--- src/rtl/ma_sample_pacer_pkg.sv ---
// Shared types and constants for the moving-average sample pacer.
// Holds the pacer state encoding and the underrun counter helpers.
package ma_sample_pacer_pkg;

    typedef enum logic [1:0] {
        IDLE  = 2'd0,
        RUN   = 2'd1,
        DRAIN = 2'd2
    } pacer_state_e;

    localparam logic [7:0] UNDERRUN_MAX = 8'hFF;

    function automatic logic [7:0] sat_inc(input logic [7:0] value);
        return (value == UNDERRUN_MAX) ? value : value + 8'd1;
    endfunction

endpackage

--- src/rtl/ma_sample_pacer_if.sv ---
// Sample path of the pacer: upstream valid/ready source plus filter sample port.
// master = the pacer (sinks samples, drives the filter); slave = its surroundings.
interface ma_sample_pacer_if #(
    parameter int DATA_WIDTH = 16
);
    logic                         s_valid;
    logic signed [DATA_WIDTH-1:0] s_data;
    logic                         s_ready;
    logic                         enable;
    logic                         data_refresh;
    logic signed [DATA_WIDTH-1:0] din;

    modport master (
        input  s_valid, s_data,
        output s_ready, enable, data_refresh, din
    );

    modport slave (
        output s_valid, s_data,
        input  s_ready, enable, data_refresh, din
    );
endinterface

--- src/rtl/ma_sync_fifo.sv ---
// Parameterised synchronous FIFO with first-word-through head output.
// Overflowing pushes and underflowing pops are ignored; DEPTH must be a power of two.
module ma_sync_fifo #(
    parameter int WIDTH = 16,
    parameter int DEPTH = 8
) (
    input  logic                     clk,
    input  logic                     rst_n,
    input  logic                     push,
    input  logic [WIDTH-1:0]         wdata,
    input  logic                     pop,
    output logic [WIDTH-1:0]         head,
    output logic                     full,
    output logic                     empty,
    output logic [$clog2(DEPTH):0]   level
);
    localparam int AW = $clog2(DEPTH);
    localparam int LW = AW + 1;

    logic [WIDTH-1:0] mem [DEPTH];
    logic [AW-1:0]    wr_ptr;
    logic [AW-1:0]    rd_ptr;
    logic             push_ok;
    logic             pop_ok;

    assign full    = (level == LW'(DEPTH));
    assign empty   = (level == '0);
    assign push_ok = push && !full;
    assign pop_ok  = pop && !empty;
    assign head    = mem[rd_ptr];

    // NOTE: storage is not reset; the level counter alone decides what is valid.
    always_ff @(posedge clk) begin
        if (push_ok) mem[wr_ptr] <= wdata;
    end

    // Pointers wrap naturally because DEPTH is a power of two.
    always_ff @(posedge clk or negedge rst_n) begin
        if (!rst_n) begin
            wr_ptr <= '0;
            rd_ptr <= '0;
            level  <= '0;
        end else begin
            if (push_ok) wr_ptr <= wr_ptr + AW'(1);
            if (pop_ok)  rd_ptr <= rd_ptr + AW'(1);
            if (push_ok && !pop_ok)      level <= level + LW'(1);
            else if (pop_ok && !push_ok) level <= level - LW'(1);
        end
    end

endmodule

--- src/rtl/ma_sample_pacer.sv ---
// Paces buffered samples into the moving-average filter at a programmable rate.
// A down-counting divider marks strobe slots; each slot pops one sample or records an underrun.
module ma_sample_pacer
    import ma_sample_pacer_pkg::*;
#(
    parameter int DATA_WIDTH = 16,
    parameter int FIFO_DEPTH = 8,
    parameter int DIV_WIDTH  = 16
) (
    input  logic                          clk,
    input  logic                          rst_n,
    ma_sample_pacer_if.master             bus,
    input  logic [DIV_WIDTH-1:0]          cfg_div,
    input  logic                          cfg_start,
    input  logic                          cfg_stop,
    output logic [$clog2(FIFO_DEPTH):0]   fifo_level,
    output logic [7:0]                    underrun_cnt,
    output logic                          busy
);
    pacer_state_e                 state;
    pacer_state_e                 state_next;
    logic [DIV_WIDTH-1:0]         div_q;
    logic [DIV_WIDTH-1:0]         div_next;
    logic [DIV_WIDTH-1:0]         eff_div_m1;
    logic                         slot;
    logic                         pop;
    logic                         fifo_full;
    logic                         fifo_empty;
    logic [DATA_WIDTH-1:0]        fifo_head;
    logic                         refresh_q;
    logic signed [DATA_WIDTH-1:0] din_q;

    ma_sync_fifo #(
        .WIDTH (DATA_WIDTH),
        .DEPTH (FIFO_DEPTH)
    ) u_fifo (
        .clk   (clk),
        .rst_n (rst_n),
        .push  (bus.s_valid),
        .wdata (bus.s_data),
        .pop   (pop),
        .head  (fifo_head),
        .full  (fifo_full),
        .empty (fifo_empty),
        .level (fifo_level)
    );

    // A divide of 0 behaves as 1, so the reload value never underflows.
    assign eff_div_m1 = (cfg_div == '0) ? '0 : cfg_div - DIV_WIDTH'(1);
    assign slot       = (state != IDLE) && (div_q == '0);
    assign pop        = slot && !fifo_empty;

    assign busy             = (state != IDLE);
    assign bus.enable       = busy;
    assign bus.s_ready      = !fifo_full;
    assign bus.data_refresh = refresh_q;
    assign bus.din          = din_q;

    // NOTE: every combinational output gets a default first so no latch is inferred.
    always_comb begin
        state_next = state;
        unique case (state)
            IDLE: begin
                if (cfg_start && !cfg_stop) state_next = RUN;
            end
            RUN: begin
                if (cfg_stop) state_next = DRAIN;
            end
            DRAIN: begin
                // A pending stop or restart outranks finishing the drain.
                if (cfg_stop)                 state_next = DRAIN;
                else if (cfg_start)           state_next = RUN;
                else if (slot && fifo_empty)  state_next = IDLE;
            end
            default: state_next = IDLE;
        endcase

        div_next = div_q;
        if (state_next == IDLE)  div_next = '0;
        else if (state == IDLE)  div_next = eff_div_m1;
        else if (div_q == '0)    div_next = eff_div_m1;
        else                     div_next = div_q - DIV_WIDTH'(1);
    end

    // NOTE: sequential state uses non-blocking assignments so all flops update together.
    always_ff @(posedge clk or negedge rst_n) begin
        if (!rst_n) begin
            state        <= IDLE;
            div_q        <= '0;
            refresh_q    <= 1'b0;
            din_q        <= '0;
            underrun_cnt <= '0;
        end else begin
            state     <= state_next;
            div_q     <= div_next;
            refresh_q <= pop;
            if (pop) din_q <= fifo_head;
            // Empty slots only count as underruns while actively running.
            if (slot && fifo_empty && state == RUN)
                underrun_cnt <= sat_inc(underrun_cnt);
        end
    end

endmodule

--- src/flat_wrapper.sv ---
// flat-port wrapper written by rule: the top's interface ports become plain ports
module ma_sample_pacer_flat import ma_sample_pacer_pkg::*;
#(
    parameter int DATA_WIDTH = 16,
    parameter int FIFO_DEPTH = 8,
    parameter int DIV_WIDTH  = 16
)
  (clk, rst_n, cfg_div, cfg_start, cfg_stop, fifo_level, underrun_cnt, busy, bus_s_valid, bus_s_data, bus_s_ready, bus_enable, bus_data_refresh, bus_din);
  ma_sample_pacer_if #(.DATA_WIDTH(DATA_WIDTH)) bus_i ();
  input  logic clk;
  input  logic rst_n;
  input  logic [DIV_WIDTH-1:0] cfg_div;
  input  logic cfg_start;
  input  logic cfg_stop;
  output logic [$clog2(FIFO_DEPTH):0] fifo_level;
  output logic [7:0] underrun_cnt;
  output logic busy;
  input wire logic [$bits(bus_i.s_valid)-1:0] bus_s_valid;
  input wire logic [$bits(bus_i.s_data)-1:0] bus_s_data;
  output wire logic [$bits(bus_i.s_ready)-1:0] bus_s_ready;
  output wire logic [$bits(bus_i.enable)-1:0] bus_enable;
  output wire logic [$bits(bus_i.data_refresh)-1:0] bus_data_refresh;
  output wire logic [$bits(bus_i.din)-1:0] bus_din;
  assign bus_i.s_valid = bus_s_valid;
  assign bus_i.s_data = bus_s_data;
  assign bus_s_ready = bus_i.s_ready;
  assign bus_enable = bus_i.enable;
  assign bus_data_refresh = bus_i.data_refresh;
  assign bus_din = bus_i.din;
  ma_sample_pacer #(.DATA_WIDTH(DATA_WIDTH), .FIFO_DEPTH(FIFO_DEPTH), .DIV_WIDTH(DIV_WIDTH)) u_core (.clk(clk), .rst_n(rst_n), .bus(bus_i), .cfg_div(cfg_div), .cfg_start(cfg_start), .cfg_stop(cfg_stop), .fifo_level(fifo_level), .underrun_cnt(underrun_cnt), .busy(busy));
endmodule
--- config.mk ---
export PLATFORM = sky130hd
export DESIGN_NAME = ma_sample_pacer_flat
export DESIGN_NICKNAME = d
export VERILOG_FILES = /design/src/rtl/ma_sample_pacer_pkg.sv /design/src/rtl/ma_sample_pacer_if.sv /design/src/rtl/ma_sync_fifo.sv /design/src/rtl/ma_sample_pacer.sv /design/src/flat_wrapper.sv
export SDC_FILE = /design/constraint.sdc
export NUM_CORES = 1
export LEC_CHECK = 0
export BUFFER_PORTS_ARGS = -buffer_cell sky130_fd_sc_hd__buf_2
export CAP_MARGIN = 5
export CORE_MARGIN = 5
export CORE_UTILIZATION = 55
export CTS_CLUSTER_SIZE = 14
export DETAILED_ROUTE_END_ITERATION = 16
export PLACE_DENSITY = 0.75
export SLEW_MARGIN = 20
export SYNTH_ARGS = -nofsm -noshare
export SYNTH_HDL_FRONTEND = slang
export SYNTH_SLANG_ARGS = --single-unit
--- constraint.sdc ---
create_clock -name clk -period 5.3 [get_ports clk]
set_clock_uncertainty 0.15 [all_clocks]
set_input_delay 1.06 -clock clk [delete_from_list [all_inputs] [get_ports clk]]
set_output_delay 1.06 -clock clk [all_outputs]
set_load 0.02 [all_outputs]
# == Word level (Yosys, flattened, before mapping) ==
# Memories as Yosys holds them, arrays and structs flattened. A register that Yosys moved wholly into a read port is not among the register bits.
# Index checks and enable logic that the tools add are counted.
# word_totals
reg_bits,37
ramBits,128
in_bits,37
out_inout_bits,32
word_cells,57
memories,1
# mem_list
name,depth,width,rd,rd_clocked_by_memory_dff,write_ports,line_no,rtl
u_core.u_fifo.mem,8,16,1,1,1,ma_sync_fifo.sv:20,logic [WIDTH-1:0] mem [DEPTH];
# classes
add_sub_neg,7
eq_ne,4
muxes,14
bitwise_logic,1
reduce_logical,23
# op_table
cell,n
2-to-1 mux 16 bit,4
zero test 16 bit,2
"subtractor 16 x 1 -> 16 bit, second input constant",2
2-to-1 mux 2 bit,5
logical AND 1 bit,9
"adder 8 x 1 -> 8 bit, second input constant",1
"equality test 8 bit, second input constant",1
2-to-1 mux 4 bit,2
"adder 3 x 1 -> 3 bit, second input constant",2
zero test 1 bit,6
one-hot mux 2 bit (3 select lines),1
"adder 4 x 1 -> 4 bit, second input constant",1
"equality test 4 bit, second input constant",1
zero test 2 bit,2
zero test 4 bit,1
nonzero test 2 bit,2
"subtractor 4 x 1 -> 4 bit, second input constant",1
"equality test 2 x 1 -> 1 bit, second input constant",1
"equality test 2 bit, second input constant",1
2-to-1 mux 1 bit,2
AND reduction 2 bit,1
inverter 1 bit,1

# == Logic depth before layout (Yosys ltp) ==
# Gate-level depths: netlist (run 1).
# logic_depth
word_depth,9
ltp_mapped,13
mapped_depth_nobuf,13

# == Cells and area by module ==
# A second synthesis (run 1) with hierarchy kept.
# hier_totals
cells_unflattened,472
hier_area_um2,7966.4
# by_module_without_submodules
module,n_inst,cells_each,area_each_um2,seq_area_each_um2
ma_sync_fifo,1,250,5564.1,4093.9
ma_sample_pacer,1,222,2402.3,1076.0

# == Worst setup path before layout (run 1) ==
# Ideal clock, no wire load.
# synth_timing
path_kind,input -> register
from,in bus_s_valid
to,mem u_core.u_fifo.mem[0][0] (enable)
setup_ps,409
t_arrival_ps,2645
required_time_ps,4741
path_slack_ps,2095
cell_stages,4
n_path_buf,1
cell_sequence,and2_1 > clkbuf_1 > nand2b_1 > nor3_1
# synth_via
elab_chain_len,3
# synth_rtl
item,line_no,rtl
from (decl),flat_wrapper.sv:18,input wire logic [$bits(bus_i.s_valid)-1:0] bus_s_valid;
logical AND 1 bit,ma_sync_fifo.sv:28,assign push_ok = push && !full;
via u_core.u_fifo.push_ok,ma_sync_fifo.sv:23,logic push_ok;
2-to-1 mux 1 bit,ma_sync_fifo.sv:34,if (push_ok) mem[wr_ptr] <= wdata;
2-to-1 mux 1 bit (not written as such),ma_sync_fifo.sv:34,
to (decl),ma_sync_fifo.sv:20,
# The timed path passes the listed nets, and every way through them passes these cells.

# == Worst setup path in the final report (run 1) ==
# layout_timing
from,reg u_core.div_q[2]
to,reg u_core.u_fifo.level[3]
# layout_via
elab_chain_len,7
elab_cells_between_ends,9
cone_classes,mux: 1; reduce/logical: 8
# layout_rtl
item,line_no,rtl
from (decl),ma_sample_pacer.sv:22,logic [DIV_WIDTH-1:0] div_q;
from (signal assigned),ma_sample_pacer.sv:95,div_q <= div_next;
zero test 16 bit (*),ma_sample_pacer.sv:50,assign slot = (state != IDLE) && (div_q == '0);
logical AND 1 bit (*),ma_sample_pacer.sv:50,
logical AND 1 bit (*),ma_sample_pacer.sv:51,assign pop = slot && !fifo_empty;
logical AND 1 bit (*),ma_sync_fifo.sv:29,assign pop_ok = pop && !empty;
zero test 1 bit,ma_sync_fifo.sv:46,if (push_ok && !pop_ok) level <= level + LW'(1);
logical AND 1 bit,ma_sync_fifo.sv:46,
2-to-1 mux 4 bit or nonzero test 2 bit (tied branches),-,
to (signal assigned),ma_sync_fifo.sv:46,
to (signal assigned),ma_sync_fifo.sv:47,else if (pop_ok && !push_ok) level <= level - LW'(1);
to (decl),ma_sync_fifo.sv:15,output logic [$clog2(DEPTH):0] level
# Mark *: on every way between the ends. The rest lies on a longest branch, timed or not.
# A chain may end at the register's enable or synchronous reset.

==> results of run 1 <==
-- kinds of logic after synthesis --
| kind of cell | synth area share |
|---|---|
| AO/OA/AOI/OAI | 0.0422 |
| XOR/XNOR | 0.0440 |
| adder cells (fa/ha/maj) | 0.0187 |
| buffers and inverters | 0.0180 |
| flip-flops | 0.666 |
| multiplexers | 0.118 |
| AND/OR/NAND/NOR | 0.0935 |
-- report_power, final --
group          internal [mW]  switching, mW
registers               1.80          0.217
logic                  0.578          0.673
clock network          0.836          0.516
total                   3.21           1.41
-- metal layers --
metal	routed length (um)	up-vias
met3	893	19
met4	194	0
met5	0	-
li1	-	2049
met1	6790	2276
met2	7830	126
-- stage by stage --
stage               instance area, um2   util  total power, mW
floorplan                         7760      -             2.93
global placement                  8320  0.599             3.26
detailed placement                8320  0.599             3.30
CTS                               8960  0.645             4.66
global route                      8960  0.645             4.88
finish                            8960  0.645             4.62
-- final timing paths --
path | to | slack [ns]
worst min-delay path | u_core.bus.din[10] | 0.32
max in group asynchronous | u_core.u_fifo.rd_ptr[1] | 3.87
worst max-delay path | u_core.u_fifo.level[3] | 2.13
min in group asynchronous | u_core.state[0] | 0.61
worst max register to register | u_core.u_fifo.level[3] | 2.13
worst min register to register | u_core.bus.din[10] | 0.32
-- sequential cells by signal, indices dropped and copies added, names as in the netlist --
signal                   cells
u_core.u_fifo.mem          128
u_core.bus.din              16
u_core.div_q                16
u_core.underrun_cnt          8
u_core.u_fifo.level          4
u_core.u_fifo.rd_ptr         3
u_core.u_fifo.wr_ptr         3
u_core.state                 2
u_core.bus.data_refresh      1
-- synth_stat cells (2+ instances only) --
cell,count,area share
and3_1,2,0.0016
nand2b_1,5,0.0040
nor4_1,7,0.0056
or3_1,5,0.0040
or2_2,3,0.0024
mux2i_1,16,0.021
xor2_1,8,0.0090
a22oi_1,8,0.0077
dfrtp_1,53,0.17
nor2_1,25,0.012
mux4_2,32,0.093
o21ai_0,19,0.012
or4_1,2,0.0019
clkbuf_1,10,0.0048
nand4_1,10,0.0081
xnor2_1,31,0.035
a21oi_1,10,0.0064
edfxtp_1,128,0.50
and4_1,2,0.0023
inv_1,9,0.0044
nor3_1,4,0.0026
ha_1,10,0.016
nor4b_1,2,0.0023
buf_1,2,0.00097
nand2_1,39,0.019
nand3_1,6,0.0039
buf_2,7,0.0045
nor3b_1,2,0.0019
nor4_2,2,0.0032
buf_4,2,0.0019
nand4b_1,3,0.0034
mux2_2,3,0.0044
o31a_1,2,0.0023
-- final cells by class --
| class | instances | area [um2] |
|---|---|---|
| inverters | 9 | 33.8 |
| fillers | 984 | 4920 |
| clock buffers | 19 | 433 |
| flip-flops and latches | 181 | 5170 |
| clock inverters | 13 | 205 |
| multi-input cells | 282 | 2460 |
| well taps | 180 | 225 |
| repair buffers | 79 | 423 |
-- worst max-delay path: cells and delay by family (launching register included) --
kind	cells	cell delay, ns
AO/OA/AOI/OAI	2	0.34
XOR/XNOR	2	0.27
adder cells (fa/ha/maj)	2	0.46
buffers and inverters	1	0.13
flip-flops	1	0.46
AND/OR/NAND/NOR	4	1.24
==> flow_metrics.tcl, run 1 <==
set metrics [dict create \
    status "finished, final reports clean" \
    cap_viol_max_count 0 \
    antenna_found_initial 0 \
    die_y_um 129 \
    hold_violations 0 \
    grt_util_met3 0.0519 \
    worstSetupPathType "reg -> reg" \
    cts_sinks 181 \
    fin_nets 618 \
    rsz0062_at_grt "no" \
    grt_pass1_vias 4682 \
    overflow 0 \
    vias 4470 \
    slew_headroom 0.435 \
    syn_to_final_growth_pct 15.4 \
    antenna_cells 0 \
    grt_pass1_wl_um 25800 \
    cts_buffers 17 \
    synth.distinct_cells 58 \
    cts_buffer_depth 2 \
    synth-seq-cells 181 \
    hold_ws_ns 0.324 \
    reg2reg_depth 11 \
    drv_slew 0 \
    post_synth.cell_area_avg_um2 15.7 \
    final_layout_size_suffix_gt1_frac 0.278 \
    postCtsSetupBuffers 0 \
    die-area_um2 16600 \
    pre_cts_slack_ns 2.15 \
    rows 43 \
    synthesis.nets 542 \
    insertion_delay_ns 0.43 \
    wl_per_cell_um 20.6 \
    io_pins 69 \
    cp-start-kind "flop" \
    cts.htree.levels 4 \
    min_path_type "reg -> reg" \
    syn-cell-area_um2 7760 \
    clk_pin_slew_ns 0.06 \
    viasPerCell 5.86 \
    synth_edf_count 128 \
    ys_warn_count 0 \
    initial_utilization 0.559 \
    fmax_mhz 316 \
    route.detailed.drc 0 \
    cp-end-kind "flop" \
    cp.required_ns 5.46 \
    vdd_drop_max_mv 0.446 \
    root_buffer "clkbuf_16" \
    p_leak_nw 3.30 \
    crit_arrival_ns 3.33 \
    final_antenna_net_count 0 \
    met2_usage 0.334 \
    fp.dieW_um 129 \
    instances_no_fill 763 \
    wl_um 15700 \
    synthCells 494 \
    coreArea_um2 13900 \
    worstPathCellList "nor4_4 -> nand4_1 -> or2_2 -> ha_1 -> inv_1 -> ha_1 -> a21o_1 -> a21oi_1 -> xnor2_1 -> nor2_1 -> xor2_1" \
    r2r_start "u_core.div_q[2]" \
    hpwl_um 9740 \
    grt_max_degree 54 \
    min_from "u_core.bus.din[10]" \
    seq_area_frac_synth 0.666 \
    routabilityCongestion 0.902 \
    hold_depth 2 \
    cpPeakStageDelay_ns 0.68 \
    dp_cells 731 \
    setup_tns_ns 0 \
    power_density_nw_per_um2 516 \
    setup_viol 0 \
    crit_start "u_core.div_q[2]" \
    worstMarginPinSlew_ns 0.845 \
    final_cell_mix "128 x edfxtp_1, 68 x buf_2, 50 x dfrtp_1" \
    slowest_stage "nor4_4" \
    portBuffers 68 \
    period_minus_slack_ns 3.17 \
    cts_resized 0 \
    firstDrtPassIters 5 \
    post-route-period-util 0.598 \
    top_usage_layer "met2" \
    first_iter_violations 385 \
    grtUsageMet1 0.285 \
    synth_top_flop_cell "edfxtp_1" \
    grt_usage 0.206 \
    fin_ws_ns 2.13 \
    critPathMostFrequentCell "ha_1" \
    tritoncts "done" \
    synthArstFlopShare 0.293 \
    layout_commonest_cell "edfxtp_1" \
    hold_buffers 0 \
    path_max_fanout 12 \
]
(Power assumes the default switching activity.)
==> run 2: changes to the inputs <==
--- a/config.mk
+++ b/config.mk
@@ -5,13 +5,14 @@
 export SDC_FILE = /design/constraint.sdc
 export NUM_CORES = 1
 export LEC_CHECK = 0
+export ABC_AREA = 1
 export BUFFER_PORTS_ARGS = -buffer_cell sky130_fd_sc_hd__buf_2
 export CAP_MARGIN = 5
 export CORE_MARGIN = 5
-export CORE_UTILIZATION = 55
+export CORE_UTILIZATION = 54
 export CTS_CLUSTER_SIZE = 14
 export DETAILED_ROUTE_END_ITERATION = 16
-export PLACE_DENSITY = 0.75
+export PLACE_DENSITY = 0.76
 export SLEW_MARGIN = 20
 export SYNTH_ARGS = -nofsm -noshare
 export SYNTH_HDL_FRONTEND = slang
==> constraint.sdc (replaced) <==
create_clock -name clk -period 2.8 [get_ports clk]
set_clock_uncertainty 0.15 [all_clocks]
set_input_delay 0.56 -clock clk [delete_from_list [all_inputs] [get_ports clk]]
set_output_delay 0.56 -clock clk [all_outputs]
set_load 0.02 [all_outputs]
==> run 2 against run 1 <==
Core utilization fell by 1.8 points. Fmax rose by 22%. Register-to-register slack got worse by 1.9 ns. Worst setup slack got worse by 1.9 ns. Total power rose by 90%. First-iteration DRC count rose by 34%. Sequential share of layout area fell by 3.5 points. Final area rose by 6.5%.
==> flow_metrics.tcl, run 2 <==
set metrics [dict create \
    cap_viol_max_count 0 \
    ys_warn_count 0 \
    die_y_um 135 \
    initial_utilization 0.552 \
    syn-cell-area_um2 8390 \
    slowest_stage "dfrtp_1" \
    post-route-period-util 0.928 \
    final_cell_mix "139 x nor2_1, 128 x edfxtp_1, 121 x nand2_1" \
    worstMarginPinSlew_ns 0.769 \
    period_minus_slack_ns 2.60 \
    cts_buffers 17 \
    wl_per_cell_um 16.5 \
    synth_top_flop_cell "edfxtp_1" \
    grt_pass1_vias 5582 \
    root_buffer "clkbuf_16" \
    cpPeakStageDelay_ns 0.37 \
    fin_area_um2 9540 \
    rows 45 \
    hpwl_um 11100 \
    synthCells 770 \
    portBuffers 68 \
    netlist_top_cells_count "139 x nor2_1, 128 x edfxtp_1, 121 x nand2_1" \
    clk_pin_slew_ns 0.06 \
    fp.dieW_um 135 \
    dp_cells 1019 \
    setup_tns_ns 0 \
    route.detailed.drc 0 \
    rsz0062_at_grt "no" \
    worstSetupPathType "reg -> reg" \
    path_max_fanout 4 \
    instances_no_fill 1053 \
    drv_slew 0 \
    syn_to_final_growth_pct 13.7 \
    cp-end-kind "flop" \
    setup_viol 0 \
    coreArea_um2 15200 \
    final_layout_size_suffix_gt1_frac 0.203 \
    overflow 0 \
    routabilityCongestion 0.879 \
    vias 5671 \
    seq_area_frac_synth 0.617 \
    p_leak_nw 3.80 \
    cts.htree.levels 4 \
    final_antenna_net_count 0 \
    synth.most_common_cell "nor2_1" \
    status "finished, final reports clean" \
    antenna_found_initial 1 \
    slew_headroom 0.487 \
    insertion_delay_ns 0.42 \
    vdd_drop_max_mv 0.557 \
    cts_sinks 181 \
    min_path_type "in -> reg" \
    cts_buffer_depth 2 \
    synthArstFlopShare 0.293 \
    wl_um 17400 \
    post_synth.cell_area_avg_um2 10.9 \
    dpl-instance-area_um2 8960 \
    crit_arrival_ns 2.75 \
    antenna_cells 0 \
    worstPathCellList "inv_1 -> ha_1 -> nand2_1 -> nor2_2 -> nand2_2 -> nor2_4 -> nand2_4 -> ha_2 -> inv_2 -> ha_1 -> a21o_1 -> a21oi_2 -> nor2_1 -> nor2_1 -> nand2_1 -> xor2_1" \
    synthTopCellsByArea "edfxtp_1 46%, dfrtp_1 16%, nor2_1 6.2%" \
    synth_top_area_share 0.458 \
    hold_violations 0 \
    cp.required_ns 2.95 \
    first_iter_violations 516 \
    synth-seq-cells 181 \
    die-area_um2 18100 \
    synth.distinct_cells 40 \
    layout_commonest_cell "nor2_1" \
    grt_usage 0.200 \
    io_pins 69 \
    tritoncts "done" \
    fmax_mhz 385 \
    fin_nets 900 \
    synth_top_area_cell "edfxtp_1" \
    viasPerCell 5.39 \
    regMostFlops "u_core.u_fifo.mem" \
    cp-start-kind "flop" \
    power_density_nw_per_um2 921 \
    largest_reg_flops 128 \
    grt_max_degree 66 \
    firstDrtPassIters 5 \
    synth_edf_count 128 \
    synthesis.nets 818 \
    grt_pass1_wl_um 28300 \
]
[run 2: cell types whose count changed in the layout (fill, tap and decap cells not counted), sizes merged, moves of 20 or more]
cell,before,now
o22ai,1,21
nand2,39,129
inv,10,51
nor2,25,168
xnor2,31,11
mux4,32,0
o21ai,20,74
[run 2: logic make-up after synthesis]
kind of cell               count (synthesis)  synth area share
muxes                                     17            0.0204
DFF                                      181             0.617
AOI/OAI and AO/OA                        125             0.104
and+or+nand+nor                          330             0.167
buffers and inverters                     79            0.0464
xor gates and xnor gates                  27            0.0282
adders and majority gates                 11            0.0173
[run 2: worst paths after layout]
kind,start,endpoint,slack [ns],depth (start not counted)
worst min register to register,u_core.underrun_cnt[3],u_core.underrun_cnt[3],0.37,1
worst max-delay path,u_core.div_q[0],u_core.u_fifo.level[3],0.20,16
min in group asynchronous,rst_n,u_core.underrun_cnt[7],0.51,2
worst max register to register,u_core.div_q[0],u_core.u_fifo.level[3],0.20,16
worst min-delay path,cfg_stop,u_core.state[0],0.19,2
max in group asynchronous,rst_n,u_core.u_fifo.rd_ptr[0],1.30,3
[run 2: final cells by class]
cell class | instances | area (um2)
repair buffers | 91 | 541
inverters | 51 | 204
clock inverters | 10 | 100
fillers | 1168 | 5660
flip-flops and latches | 181 | 5170
well taps | 188 | 235
multi-input cells | 510 | 2830
clock buffers | 22 | 454
[run 2: worst max-delay path, delay by kind of cell (launching register included)]
kind,cells,cell delay [ns]
AO/OA/AOI/OAI,2,0.33
XOR/XNOR,1,0.16
adder cells (fa/ha/maj),3,0.59
buffers and inverters,2,0.17
flip-flops,1,0.37
AND/OR/NAND/NOR,8,0.72
[run 2: what timing repair did]
item,4_1_cts,5_1_grt
setup buffers,0,1
resized for setup,0,3
setup endpoints to repair,0,1
hold endpoints to repair,22,0
hold buffers,1,0
[run 2: stage by stage]
stage                     utilization  power [mW]  setup slack, ns  hold slack [ns]
after global routing            0.627        9.33          0.00741            0.196
after detailed placement        0.589        6.59           0.0945            0.363
after CTS                       0.627        8.81           0.0642            0.181
after global placement          0.589        6.52            0.152            0.353
final                           0.627        8.79            0.201            0.193
after floorplan                     -        5.77            0.311            0.114
[run 2: per-layer routing]
| metal | GRT usage | up-vias | routed length, um |
|---|---|---|---|
| met5 | 0 | - | 13 |
| met4 | 0.0707 | 2 | 310 |
| met3 | 0.0376 | 30 | 973 |
| met2 | 0.334 | 163 | 8780 |
| met1 | 0.263 | 2695 | 7340 |
| li1 | - | 2781 | - |
[run 2: power breakdown]
| part | total (mW) | internal, mW | switching, mW |
|---|---|---|---|
| logic | 2.94 | 1.03 | 1.91 |
| clock network | 2.20 | 1.25 | 0.947 |
| registers | 3.64 | 3.40 | 0.243 |
